## src/rtl/tt_um_logic_accumulator_if.sv

```systemverilog
// Tiny Tapeout pin bundle for the logic accumulator tile.
// The tile drives the master-side inputs from the slave side.
interface tt_um_logic_accumulator_if;
    logic       ena;
    logic [7:0] ui_in;
    logic [7:0] uio_in;
    logic [7:0] uo_out;
    logic [7:0] uio_out;
    logic [7:0] uio_oe;

    modport master (
        output ena,
        output ui_in,
        output uio_in,
        input  uo_out,
        input  uio_out,
        input  uio_oe
    );

    modport slave (
        input  ena,
        input  ui_in,
        input  uio_in,
        output uo_out,
        output uio_out,
        output uio_oe
    );
endinterface

```

## src/rtl/tt_um_logic_accumulator.sv

```systemverilog
// Registered bitwise AND/OR/XOR/XNOR unit with a bounded fold accumulator.
// A synchronised strobe edge loads op(A,B) or folds op(res,A) into the held result.
module tt_um_logic_accumulator #(
    parameter int WIDTH = 6,
    parameter int DEPTH = 4
) (
    input  logic                        clk,
    input  logic                        rst_n,
    tt_um_logic_accumulator_if.slave    pins
);
    localparam int             CW       = $clog2(DEPTH + 1);
    localparam logic [CW-1:0]  CNT_FULL = CW'(DEPTH);

    function automatic logic [WIDTH-1:0] f_op(
        input logic [1:0]       mode,
        input logic [WIDTH-1:0] x,
        input logic [WIDTH-1:0] y
    );
        case (mode)
            2'b00:   f_op = x & y;
            2'b01:   f_op = x | y;
            2'b10:   f_op = x ^ y;
            2'b11:   f_op = ~(x ^ y);
            default: f_op = {WIDTH{1'b0}};
        endcase
    endfunction

    logic              r_s1;
    logic              r_s2;
    logic              r_prev;
    logic [WIDTH-1:0]  r_res;
    logic [CW-1:0]     r_cnt;
    logic              r_valid;

    logic [WIDTH-1:0]  w_op_a;
    logic [WIDTH-1:0]  w_op_b;
    logic              w_acc;
    logic [1:0]        w_mode;
    logic              w_fire;
    logic              w_done;
    logic [WIDTH-1:0]  w_res_nxt;
    logic [CW-1:0]     w_cnt_nxt;
    logic              w_valid_nxt;
    logic [7:0]        w_res_ext;
    logic              w_unused;

    assign w_op_a   = pins.ui_in[WIDTH-1:0];
    assign w_op_b   = pins.uio_in[WIDTH-1:0];
    assign w_acc    = pins.ui_in[6];
    assign w_mode   = pins.uio_in[7:6];
    assign w_fire   = r_s2 & ~r_prev;
    assign w_done   = (r_cnt == CNT_FULL);
    assign w_unused = ^{pins.ena, pins.ui_in, pins.uio_in};

    // Strobe synchroniser and edge history; preset high so a strobe held through reset cannot fire.
    always_ff @(posedge clk) begin
        if (!rst_n) begin
            r_s1   <= 1'b1;
            r_s2   <= 1'b1;
            r_prev <= 1'b1;
        end else begin
            r_s1   <= pins.ui_in[7];
            r_s2   <= r_s1;
            r_prev <= r_s2;
        end
    end

    // Next result/count/valid: load, fold while not full, otherwise hold.
    always_comb begin
        w_res_nxt   = r_res;
        w_cnt_nxt   = r_cnt;
        w_valid_nxt = r_valid;
        if (w_fire) begin
            if (!w_acc) begin
                w_res_nxt   = f_op(w_mode, w_op_a, w_op_b);
                w_cnt_nxt   = CW'(1'b1);
                w_valid_nxt = 1'b1;
            end else if (r_cnt != CNT_FULL) begin
                w_res_nxt   = f_op(w_mode, r_res, w_op_a);
                w_cnt_nxt   = r_cnt + CW'(1'b1);
                w_valid_nxt = 1'b1;
            end else begin
                w_res_nxt   = r_res;
                w_cnt_nxt   = r_cnt;
                w_valid_nxt = r_valid;
            end
        end else begin
            w_res_nxt   = r_res;
            w_cnt_nxt   = r_cnt;
            w_valid_nxt = r_valid;
        end
    end

    // Accumulator state registers.
    always_ff @(posedge clk) begin
        if (!rst_n) begin
            r_res   <= {WIDTH{1'b0}};
            r_cnt   <= {CW{1'b0}};
            r_valid <= 1'b0;
        end else begin
            r_res   <= w_res_nxt;
            r_cnt   <= w_cnt_nxt;
            r_valid <= w_valid_nxt;
        end
    end

    // Zero-extend the result into the low output byte.
    always_comb begin
        w_res_ext             = 8'h00;
        w_res_ext[WIDTH-1:0]  = r_res;
    end

    assign pins.uo_out  = {w_done, r_valid, w_res_ext[5:0]};
    assign pins.uio_out = 8'h00;
    assign pins.uio_oe  = 8'h00;
endmodule

```

## src/flat_wrapper.sv

```systemverilog
// flat-port wrapper written by rule: the top's interface ports become plain ports
module tt_um_logic_accumulator_flat 
#(
    parameter int WIDTH = 6,
    parameter int DEPTH = 4
)
  (clk, rst_n, pins_ena, pins_ui_in, pins_uio_in, pins_uo_out, pins_uio_out, pins_uio_oe);
  tt_um_logic_accumulator_if pins_i ();
  input  logic clk;
  input  logic rst_n;
  input wire logic [$bits(pins_i.ena)-1:0] pins_ena;
  input wire logic [$bits(pins_i.ui_in)-1:0] pins_ui_in;
  input wire logic [$bits(pins_i.uio_in)-1:0] pins_uio_in;
  output wire logic [$bits(pins_i.uo_out)-1:0] pins_uo_out;
  output wire logic [$bits(pins_i.uio_out)-1:0] pins_uio_out;
  output wire logic [$bits(pins_i.uio_oe)-1:0] pins_uio_oe;
  assign pins_i.ena = pins_ena;
  assign pins_i.ui_in = pins_ui_in;
  assign pins_i.uio_in = pins_uio_in;
  assign pins_uo_out = pins_i.uo_out;
  assign pins_uio_out = pins_i.uio_out;
  assign pins_uio_oe = pins_i.uio_oe;
  tt_um_logic_accumulator #(.WIDTH(WIDTH), .DEPTH(DEPTH)) u_core (.clk(clk), .rst_n(rst_n), .pins(pins_i));
endmodule
```

## config.mk

```make
export PLATFORM = sky130hd
export DESIGN_NAME = tt_um_logic_accumulator_flat
export DESIGN_NICKNAME = d
export VERILOG_FILES = /design/src/rtl/tt_um_logic_accumulator_if.sv /design/src/rtl/tt_um_logic_accumulator.sv /design/src/flat_wrapper.sv
export SDC_FILE = /design/constraint.sdc
export NUM_CORES = 1
export LEC_CHECK = 0
export ABC_AREA = 1
export CAP_MARGIN = 20
export CELL_PAD_IN_SITES_DETAIL_PLACEMENT = 0
export CELL_PAD_IN_SITES_GLOBAL_PLACEMENT = 1
export CORE_MARGIN = 2
export CORE_UTILIZATION = 33
export CTS_CLUSTER_SIZE = 16
export DETAILED_ROUTE_END_ITERATION = 16
export PLACE_DENSITY_LB_ADDON = 0.1
export SLEW_MARGIN = 20
export SYNTH_ARGS = -nofsm -noshare
export SYNTH_HDL_FRONTEND = slang
export SYNTH_SLANG_ARGS = --single-unit
```

## constraint.sdc

```tcl
create_clock -name clk -period 1.77 [get_ports clk]
set_input_delay 0.4425 -clock clk [delete_from_list [all_inputs] [get_ports clk]]
set_output_delay 0.4425 -clock clk [all_outputs]
set_load 0.1 [all_outputs]
```

==> impl_metrics.csv <==
group,metric,value,unit
run_status,status,"finished clean",
pwr,p_leak,1.11,nW
routing,postRouteAntennaNets,0,
synthesis,synthCells,242,
flow_run,cap_violations,0,
synthesis,synth_top_cell_by_area,"nand2_1",
finish,drive_above_1_share,15.8,%
synthesis,synth_top_area_share,26.6,%
grt,grt_max_degree,13,
cts,cts_hold_buf,0,
cts,cts.sinks,13,
cts,root_buffer,"clkbuf_8",
routing,routedWlPerCell,9.61,microns
synthesis,synth_edf_count,0,
timing,rsz0062_at_grt,"no",
finish,fill_cells,475,
grt,grt_pass1_wl,5.49,mm
placement,dpl.hpwl,2.49,mm
pwr,pwr-share-clk,26.3,%
critical_path,path_class,"input port to register",
pwr,pwr-share-comb,42.8,%
synthesis,ys_top_cells_by_area,"nand2_1 27%, ha_1 21%, dfxtp_1 17%, buf_4 10%, inv_1 6.9%",
timing,setup_violations,0,
routing,vias_per_cell,4.23,
critical_path,cp-start-kind,"input port",
synthesis,synth_seq_cells,13,
placement,routabilityCongestion,0.773,
routing,drtPass1Iterations,4,
placement,io_buffers,25,
synthesis,synth_cell_types,19,
synthesis,synthArstFlopShare,0,%
critical_path,arrival,1.76,ns
floorplanning,core_area,0.00441,sq mm
routing,vias,1397,
cts,htree_num_levels,1,
finish,syn2layout_area_growth,30.6,%
routing,drt_wl_total,3.17,mm
finish,nets,324,
grt,antenna_found_initial,0,
timing,hold_viol,0,
timing,fin_tns_setup,0,ns
grt,grt-ovfl-total,0,
cts,cts_tree,"done",
worst_hold_path,hold_class,"register to register",
timing,timing.fmax,0.617,GHz
grt,grt.total_usage,13.3,%
grt,grt_pass1_vias,1266,
cts,clk_pin_slew,0.06,ns
synthesis,yosysWarnings,0,
finish,n_antenna_cell,0,
synthesis,synth-seq-area-share,17.1,%
synthesis,avgSynthCellArea,6.29,sq um
critical_path,cp_slowest_stage_delay,0.48,ns
floorplanning,dieHeight,71.9,microns
synthesis,post-synth-top-count-cell,"nand2_1",
pwr,swShare,40.9,%
critical_path,r2r_setup_slack,0.31,ns
worst_hold_path,hold_depth,1,
pwr,p_switching,0.409,mW
routing,drt_iter0_markers,53,
critical_path,ff2ff_path_depth,10,
pwr,p_int,0.592,mW
pwr,vdd_drop_max,0.000413,V
timing,hold_ws,0.409,ns
synthesis,netlist_top_cells_count,"108 x nand2_1, 28 x inv_1, 26 x ha_1, 21 x buf_4, 18 x nand3_1",
floorplanning,initial_core_util,34.5,%
timing,fin_worst_skew,0.00408,ns
pwr,p_per_area,503,mW/mm^2
critical_path,worst-path-max-fanout,2,
timing,fin_crit_sh,91.5,%
floorplanning,die_w,71.9,microns
routing,drc,0,
critical_path,slowest_stage,"clkdlybuf4s50_1",
pwr,seqPwrFrac,30.9,%
floorplanning,ios,43,
timing,slew_viol_final,0,
cts,worstSkewPairLatency,0.24,ns
synthesis,ys.flop_type,"dfxtp_1",
cts,cts-buffers-inserted,3,
critical_path,cp.required,1.91,ns
cts,clk_path_buf_depth,2,
critical_path,end_kind,"register",
critical_path,path_common_cell,"nand2_1",
timing,period_needed,1.62,ns
synthesis,syn_area,0.00152,sq mm
pwr,total_power,1.00,mW
critical_path,worstPathCellList,"clkdlybuf4s50_1 > inv_1 > ha_1 > nand2_1 > nand2_1 > nand2_1 > nand2_1 > nand2_1 > nand2_1 > nand3_1 > nand2_1 > inv_1",
floorplanning,die_area,0.00517,sq mm
floorplanning,rows,24,
worst max-delay path, delay by kind of cell:
| kind | cells | cell delay (ns) |
|---|---|---|
| buffers and inverters | 3 | 0.60 |
| and+or+nand+nor | 8 | 0.43 |
| adders and majority gates | 1 | 0.30 |
registers in the layout, summed over array words and instances (netlist names):
name            count
u_core.r_res        6
u_core.r_cnt        3
u_core.r_prev       1
u_core.r_s1         1
u_core.r_s2         1
u_core.r_valid      1
layout make-up:
cell class                 instances  area [sq um]  share of cell area [%]
clock buffer                       4          45.0                    2.27
sequential                        13           268                    13.5
tap                               52          65.1                    3.27
timing repair buffer              42           477                    24.0
multi-input combinational        186          1010                    50.8
inverter                          33           124                    6.23
metal layers:
layer	vias up	global-route usage (%)	share of wire, %
met2	24	22.6	46
met1	605	17.6	50
li1	766	-	-
met3	2	2.92	3.6
met4	0	1.89	0.44
met5	-	0	0
power groups by stage:
stage	Sequential, mW	Combinational, mW	Clock, mW
after floorplan	0.333	0.323	0
after global placement	0.315	0.426	0
after CTS	0.309	0.428	0.276
after detailed placement	0.315	0.426	0
after global routing	0.310	0.470	0.291
final	0.309	0.429	0.263
path summary, 6_finish.rpt:
path                        start              end
setup / recovery    pins_ui_in[2]  u_core.r_res[2]
hold / removal        u_core.r_s1      u_core.r_s2
setup reg to reg  u_core.r_cnt[0]  u_core.r_res[4]
hold reg to reg       u_core.r_s1      u_core.r_s2
cell usage in the layout (no fill, tap or decap), types with 2 or more instances in the layout:
| cell type | netlist | routed |
|---|---|---|
| a21oi_1 | 3 | 3 |
| ha_1 | 26 | 25 |
| clkbuf_8 | 0 | 3 |
| dfxtp_2 | 0 | 6 |
| nor2_1 | 4 | 4 |
| nand3_2 | 2 | 2 |
| dfxtp_1 | 13 | 7 |
| nand2_1 | 108 | 108 |
| or2_1 | 3 | 3 |
| conb_1 | 1 | 16 |
| buf_4 | 21 | 15 |
| inv_2 | 5 | 5 |
| inv_1 | 28 | 28 |
| nand3_1 | 18 | 18 |
| buf_12 | 0 | 9 |
| clkdlybuf4s50_1 | 0 | 16 |
per-stage QoR:
step | instances | util (%) | worst slack (ns) | instance area [sq um]
after global placement | 326 | 43.5 | -0.144 | 1920
final | 330 | 45.0 | 0.150 | 1990
after detailed placement | 326 | 43.5 | -0.176 | 1920
after CTS | 330 | 44.5 | 0.0908 | 1960
after global routing | 330 | 45.0 | 0.00787 | 1990
after floorplan | 257 | - | 0.186 | 1590
cells by family (layout without fill, tap and decap cells):
| family | count (synthesis) | count (layout) | synth area share, % |
|---|---|---|---|
| AO/OA/AOI/OAI | 5 | 5 | 1.89 |
| XOR/XNOR | 1 | 1 | 0.575 |
| adder cells (fa/ha/maj) | 26 | 26 | 21.4 |
| buffers and inverters | 58 | 79 | 21.4 |
| flip-flops | 13 | 13 | 17.1 |
| other | 1 | 16 | 0.246 |
| AND/OR/NAND/NOR | 138 | 138 | 37.4 |
what timing repair did:
item | in CTS | in global routing
setup endpoints to repair | 0 | 1
buffers inserted | 0 | 0
gates resized for setup | 0 | 4
No activity file was read; power rests on OpenSTA's default activity.
